[src/rtl/pipe_skid_ctrl_if.sv]
// Valid/ready handshake bundle for the two-entry skid stage.
// master drives upstream data, downstream ready and flush; slave is the stage.
interface pipe_skid_ctrl_if #(
  parameter int WIDTH = 177
);
  logic             in_valid;
  logic             in_ready;
  logic [WIDTH-1:0] in_data;
  logic             out_valid;
  logic             out_ready;
  logic [WIDTH-1:0] out_data;
  logic             flush;
  logic [1:0]       occupancy;

  modport master (
    output in_valid, in_data, out_ready, flush,
    input  in_ready, out_valid, out_data, occupancy
  );

  modport slave (
    input  in_valid, in_data, out_ready, flush,
    output in_ready, out_valid, out_data, occupancy
  );
endinterface

[src/rtl/pipe_skid_ctrl.sv]
// Two-entry skid pipeline stage (main + skid) with registered in_ready.
// Define PIPE_STALL_CNT_EN to add the saturating stall_cnt output.
module pipe_skid_ctrl #(
  parameter int WIDTH = 177,
  parameter int CNT_W = 16
) (
  input  logic             clk,
  input  logic             reset,
  pipe_skid_ctrl_if.slave  bus
`ifdef PIPE_STALL_CNT_EN
  ,
  output logic [CNT_W-1:0] stall_cnt
`endif
);

  typedef enum logic [1:0] {
    EMPTY = 2'd0,
    BUSY  = 2'd1,
    FULL  = 2'd2
  } state_t;

  state_t           state_q;
  state_t           state_d;
  logic [WIDTH-1:0] main_q;
  logic [WIDTH-1:0] skid_q;
  logic             load_main;
  logic             load_skid;
  logic             from_skid;
  logic             accept;
  logic             consume;

  assign bus.in_ready  = (state_q != FULL);
  assign bus.out_valid = (state_q != EMPTY);
  assign bus.out_data  = main_q;
  assign bus.occupancy = state_q;

  assign accept  = bus.in_valid & bus.in_ready;
  assign consume = bus.out_valid & bus.out_ready;

  always_ff @(posedge clk or negedge reset) begin
    if (!reset) state_q <= EMPTY;
    else        state_q <= state_d;
  end

  always_comb begin
    state_d   = state_q;
    load_main = 1'b0;
    load_skid = 1'b0;
    from_skid = 1'b0;
    unique case (state_q)
      EMPTY: begin
        if (accept) begin
          load_main = 1'b1;
          state_d   = BUSY;
        end
      end
      BUSY: begin
        unique case (1'b1)
          accept & consume: load_main = 1'b1;
          accept & ~consume: begin
            load_skid = 1'b1;
            state_d   = FULL;
          end
          ~accept & consume: state_d = EMPTY;
          default: state_d = BUSY;
        endcase
      end
      FULL: begin
        if (consume) begin
          load_main = 1'b1;
          from_skid = 1'b1;
          state_d   = BUSY;
        end
      end
      default: state_d = EMPTY;
    endcase
    // flush wins; held data becomes don't-care so skip the loads
    if (bus.flush) begin
      state_d   = EMPTY;
      load_main = 1'b0;
      load_skid = 1'b0;
    end
  end

  always_ff @(posedge clk or negedge reset) begin
    if (!reset)         main_q <= '0;
    else if (load_main) main_q <= from_skid ? skid_q : bus.in_data;
  end

  always_ff @(posedge clk or negedge reset) begin
    if (!reset)         skid_q <= '0;
    else if (load_skid) skid_q <= bus.in_data;
  end

`ifdef PIPE_STALL_CNT_EN
  always_ff @(posedge clk or negedge reset) begin
    if (!reset)
      stall_cnt <= '0;
    else if (bus.out_valid && !bus.out_ready && stall_cnt != '1)
      stall_cnt <= stall_cnt + 1'b1;
  end
`endif

endmodule

[src/flat_wrapper.sv]
// flat-port wrapper written by rule: the top's interface ports become plain ports
module pipe_skid_ctrl_flat 
#(
  parameter int WIDTH = 177,
  parameter int CNT_W = 16
)
  (clk, reset, bus_in_valid, bus_in_data, bus_out_ready, bus_flush, bus_in_ready, bus_out_valid, bus_out_data, bus_occupancy);
  pipe_skid_ctrl_if #(.WIDTH(WIDTH)) bus_i ();
  input  logic clk;
  input  logic reset;
  input wire logic [$bits(bus_i.in_valid)-1:0] bus_in_valid;
  input wire logic [$bits(bus_i.in_data)-1:0] bus_in_data;
  input wire logic [$bits(bus_i.out_ready)-1:0] bus_out_ready;
  input wire logic [$bits(bus_i.flush)-1:0] bus_flush;
  output wire logic [$bits(bus_i.in_ready)-1:0] bus_in_ready;
  output wire logic [$bits(bus_i.out_valid)-1:0] bus_out_valid;
  output wire logic [$bits(bus_i.out_data)-1:0] bus_out_data;
  output wire logic [$bits(bus_i.occupancy)-1:0] bus_occupancy;
  assign bus_i.in_valid = bus_in_valid;
  assign bus_i.in_data = bus_in_data;
  assign bus_i.out_ready = bus_out_ready;
  assign bus_i.flush = bus_flush;
  assign bus_in_ready = bus_i.in_ready;
  assign bus_out_valid = bus_i.out_valid;
  assign bus_out_data = bus_i.out_data;
  assign bus_occupancy = bus_i.occupancy;
  pipe_skid_ctrl #(.WIDTH(WIDTH), .CNT_W(CNT_W)) u_core (.clk(clk), .reset(reset), .bus(bus_i));
endmodule
[config.mk]
export PLATFORM = sky130hd
export DESIGN_NAME = pipe_skid_ctrl_flat
export DESIGN_NICKNAME = d
export VERILOG_FILES = /design/src/rtl/pipe_skid_ctrl_if.sv /design/src/rtl/pipe_skid_ctrl.sv /design/src/flat_wrapper.sv
export SDC_FILE = /design/constraint.sdc
export NUM_CORES = 1
export LEC_CHECK = 0
export CORE_ASPECT_RATIO = 1.4
export CORE_MARGIN = 8
export CORE_UTILIZATION = 50
export DETAILED_ROUTE_END_ITERATION = 10
export GPL_TIMING_DRIVEN = 0
export PLACE_DENSITY = 0.9
export SETUP_SLACK_MARGIN = 0.2
export SLEW_MARGIN = 20
export SYNTH_ARGS = -nofsm -noshare
export SYNTH_HDL_FRONTEND = slang
export SYNTH_SLANG_ARGS = --single-unit
[constraint.sdc]
create_clock -name clk -period 2.26 [get_ports clk]
set_input_delay 0.565 -clock clk [delete_from_list [all_inputs] [get_ports clk]]
set_output_delay 0.565 -clock clk [all_outputs]
set_load 0.05 [all_outputs]
Word-level counts from Yosys, hierarchy flattened
Index checks and enable logic that the tools add are counted.
- bits of input ports: 182
- bits in registers: 356
- muxes and demuxes: 15
- equality and inequality tests: 6
- bitwise gates (word level): 7
- reduce and logical (&&, ||, !) cells: 3
- operators by type and width (operator ; number):
    2-to-1 mux 177 bit ; 1
    one-hot mux 2 bit (3 select lines) ; 2
    2-to-1 mux 1 bit ; 8
    2-to-1 mux 2 bit ; 3
    inequality test 3 x 2 -> 1 bit, second input constant ; 2
    bitwise AND 1 bit ; 5
    inequality test 3 bit, second input constant ; 1
    one-hot mux 1 bit (3 select lines) ; 1
    AND reduction 3 bit ; 1
    == test 2 x 1 -> 1 bit, second input constant ; 1
    == test 2 bit, second input constant ; 1
    logical NOT 2 bit ; 1
    inequality test 2 bit, second input constant ; 1
    inverter 1 bit ; 2
    nonzero test 2 bit ; 1

Longest topological paths before layout
- depth after elaboration: 7
- gate-level depth with buffers: 8
- gate-level depth less buffers: 7

Least setup slack after synthesis
OpenSTA, ideal clock, no wires.
- path type: register -> register
- from: register u_core.state_q[0], in the netlist u_core.bus.occupancy[0]
- to: register u_core.skid_q[107]
- path buffers: 2
- setup slack: -450 ps
- cell stages (with the launch flop): 9
- data arrival time: 2585 ps
- setup time: 125 ps
- period minus slack after synthesis: 2710 ps
- data required time: 2135 ps
- cell sequence: dfrtp_1 -> nand2b_1 -> and2_1 -> ha_1 -> nand3b_1 -> nor2_1 -> buf_2 -> buf_4 -> mux2_2
- RTL lines (item ; line ; source):
    start, declared ; pipe_skid_ctrl.sv:22 ; state_t state_q;
    start signal, assigned ; pipe_skid_ctrl.sv:42 ; else state_q <= state_d;
    inequality test 2 bit ; pipe_skid_ctrl.sv:32 ; assign bus.in_ready = (state_q != FULL);
    net bus_in_ready ; flat_wrapper.sv:15 ; output wire logic [$bits(bus_i.in_ready)-1:0] bus_in_ready;
    bitwise AND 1 bit ; pipe_skid_ctrl.sv:37 ; assign accept = bus.in_valid & bus.in_ready;
    bitwise AND 1 bit ; pipe_skid_ctrl.sv:60 ; accept & ~consume: begin
    2-to-1 mux 1 bit ; pipe_skid_ctrl.sv:58 ; unique case (1'b1)
    2-to-1 mux 1 bit ; pipe_skid_ctrl.sv:50 ; unique case (state_q)
    2-to-1 mux 1 bit ; pipe_skid_ctrl.sv:78 ; if (bus.flush) begin
    end signal, assigned ; pipe_skid_ctrl.sv:92 ; else if (load_skid) skid_q <= bus.in_data;
    end, declared ; pipe_skid_ctrl.sv:25 ; logic [WIDTH-1:0] skid_q;
The timed path passes the listed nets, and every way through them passes these cells.
A chain may end at the register's enable or synchronous reset.

Final worst setup path
- from: register u_core.state_q[1], in the netlist u_core.bus.occupancy[1]
- to: register u_core.skid_q[34]
- longest elaborated chain between the ends: 7
- ends and longest elaborated chain (item ; line ; source):
    nonzero test 2 bit ; pipe_skid_ctrl.sv:33 ; assign bus.out_valid = (state_q != EMPTY);
    bitwise AND 1 bit ; pipe_skid_ctrl.sv:38 ; assign consume = bus.out_valid & bus.out_ready;
    inverter 1 bit ; pipe_skid_ctrl.sv:60 ;
    bitwise AND 1 bit ; pipe_skid_ctrl.sv:60 ;
    2-to-1 mux 1 bit ; pipe_skid_ctrl.sv:58 ;
    2-to-1 mux 1 bit (*) ; pipe_skid_ctrl.sv:50 ;
    2-to-1 mux 1 bit (*) ; pipe_skid_ctrl.sv:78 ;
Every way passes the cells marked *; elsewhere a longest branch is shown, timed or not.

==> results.toml <==
[outcome]
status = "finished with violations"
violations = "setup timing"

[detailed_routing]
routed_via_density = 5.45
wl_per_cell_um = 24.3
drt-initial-drc-count = 460
ant_nets = 0
drt-total-wl_um = 45100
drc = 0
drtPass1Iterations = 4
num_vias = 10098

[global_route]
grt_usage_pct = 23.5
antenna_found_initial = 8
grt_pass1_wl_um = 67400
overflow = 0
grt_pass1_vias = 11603
grt_max_degree = 101

[clock_tree]
cts_buffers = 36
cts_tree = "done"
cts_sinks = 356
clock_latency_ns = 0.53
root_buffer = "clkbuf_16"
clkSlewWorstSetupHoldPaths_ns = 0.06
clock_path_buffers = 3
postCtsHoldBufs = 0
h-tree-depth = 2

[logic_synthesis]
ys_top_cells_by_count = "mux2_2 (530), dfrtp_1 (356), buf_4 (27), buf_6 (15), buf_2 (11)"
synth.top_cell.area_share_pct = 57.6
synth_seq_area_share_pct = 57.6
ys_async_sr_fraction_pct = 100
synth_area_per_cell_sq_um = 16.0
synth_flop_cell = "dfrtp_1"
synth_edf_count = 0
ys_warn_count = 0
synth_cell_types = 24
synth_largest_area_cell = "dfrtp_1"
syn_inst = 965
yosys_register_bits = 356
synth_area_sq_um = 15500
synthTopCellsByArea = "dfrtp_1 (58%), mux2_2 (39%), buf_4 (1.3%)"
synth_nets = 1148
synth.most_common_cell = "mux2_2"

[sta]
report.final.slew_viol_count = 0
tightestPinTransition_ns = 0.623
skew_ns = 0.0195
hold_viol = 0
fin_crit_sh_pct = 101
worst_slack_ns = -0.0328
timing.fmax_ghz = 0.436
post-route-min-period_ns = 2.29
rsz0062_at_grt = "true"
slew_headroom_pct = 58.4
setup_violations = 20
timing.hold.ws_ns = 0.0176

[die]
dieArea_sq_um = 36900
die_w_um = 165
io_pins = 363
initial_utilization_pct = 50.5
rows = 76
die_h_um = 224
core_area_sq_um = 30600

[critical_path]
cp-start-kind = "flop"
crit_required_ns = 2.67
path_max_fanout = 5
end_kind = "flop"
rrSetupSlack_ns = -0.03
cp.arrival_ns = 2.70
crit_type = "flop to flop"

[cells_and_area]
final_util_pct = 74.9
syn2layout_area_growth_pct = 48.3
drive_gt1_share_pct = 50.0
nets = 1615
design_area_sq_um = 22900

[min_path]
min_path_type = "input pin to asynchronous set/reset pin"

[power_and_ir_drop]
power.total_mw = 23.0
p_per_area_nw_per_um2 = 1000
vdd_drop_max_uv = 759
leakagePower_nw = 10.1

[placed_design]
dp_worst_setup_slack_ns = -0.698
port_buffers = 361
hpwl_um = 28700
placedInstanceArea_sq_um = 19800
gp_routability_congestion = 0.797

[job]
cap_violations = 0
layout by cell type (no fill, tap or decap), types with 2 or more instances in the layout:
cell type	n
a21oi_1	2
buf_12	42
buf_16	23
buf_2	2
buf_4	12
buf_6	32
buf_8	13
bufinv_16	4
clkbuf_1	11
clkbuf_16	38
clkbuf_2	6
clkbuf_4	4
clkbuf_8	3
clkdlybuf4s15_1	21
clkdlybuf4s50_1	179
clkinv_2	5
dfrtp_1	354
diode_2	7
dlygate4sd2_1	151
inv_6	2
mux2_2	363
mux2_4	167
nor2_1	4
registers in the layout, summed over array words and instances (netlist names):
| register | cells |
|---|---|
| u_core.bus.occupancy | 2 |
| u_core.skid_q | 177 |
| u_core.bus.out_data | 177 |
metrics by stage:
stage	setup TNS [ns]	std cells
after detailed placement	-151.43	1719
after floorplan	0	965
final	-0.375	1853
after CTS	0	1832
after global placement	-5306.84	1716
after global routing	-2.05	1853
power by group:
| group | internal (mW) | switching (mW) | total [mW] | leakage [nW] |
|---|---|---|---|---|
| registers | 8.22 | 1.09 | 9.32 | 4.24 |
| logic | 3.46 | 4.17 | 7.63 | 5.32 |
| clock network | 3.57 | 2.48 | 6.05 | 0.576 |
| total | 15.3 | 7.74 | 23.0 | 10.1 |
area by class of cell:
type	count	area, sq um
tap	390	488
inverter	1	3.75
fill	1787	7690
multi-input combinational	550	6780
timing repair buffer	429	4680
clock buffer	51	1010
antenna	7	17.5
sequential	356	8910
clock inverter	11	163
buffer	58	872
cells by family (layout without fill, tap and decap cells):
| group | after synthesis | after routing | synth area share (%) |
|---|---|---|---|
| muxes | 531 | 531 | 38.7 |
| DFF | 356 | 356 | 57.6 |
| buffers and inverters | 59 | 550 | 2.91 |
| and+or+nand+nor | 12 | 12 | 0.469 |
| AOI/OAI and AO/OA | 6 | 6 | 0.259 |
| adders and majority gates | 1 | 1 | 0.0809 |
| other | 0 | 7 | 0 |
critical path: stages (launching register included):
cell	delay [ns]
dfrtp_4	0.50
or2_4	0.26
nand2_4	0.07
ha_4	0.11
nand3b_1	0.13
nor2_4	0.19
buf_6	0.17
buf_12	0.11
buf_16	0.11
buf_12	0.11
buf_12	0.12
mux2_4	0.30
final timing paths:
kind | startpoint | cells after the start | to
worst max-delay path | u_core.bus.occupancy[1]$_DFFE_PN0P_ | 11 | u_core.skid_q[34]$_DFFE_PN0P_
worst min-delay path | reset | 1 | u_core.skid_q[32]$_DFFE_PN0P_
worst max register to register | u_core.bus.occupancy[1]$_DFFE_PN0P_ | 11 | u_core.skid_q[34]$_DFFE_PN0P_
worst min register to register | u_core.bus.out_data[111]$_DFFE_PN0P_ | 1 | u_core.bus.out_data[111]$_DFFE_PN0P_
max in group asynchronous | reset | 3 | u_core.bus.out_data[155]$_DFFE_PN0P_
min in group clk | u_core.bus.out_data[111]$_DFFE_PN0P_ | 1 | u_core.bus.out_data[111]$_DFFE_PN0P_
metal layers:
| layer | share of wire, % | vias to the layer above | track usage [%] |
|---|---|---|---|
| met4 | 4.5 | 2 | 11.7 |
| met2 | 54 | 326 | 42.2 |
| met1 | 36 | 5231 | 25.0 |
| met5 | 0.020 | - | 0 |
| met3 | 5.9 | 120 | 5.73 |
| li1 | - | 4419 | - |
repair_timing:
action	4_1_cts	5_1_grt
resized for setup	373	152
gates cloned	19	1
pin swaps	3	1
hold endpoints to repair	0	0
endpoints found under the setup margin	481	371
setup buffers	32	13
Power figures use the tool's default switching activity.
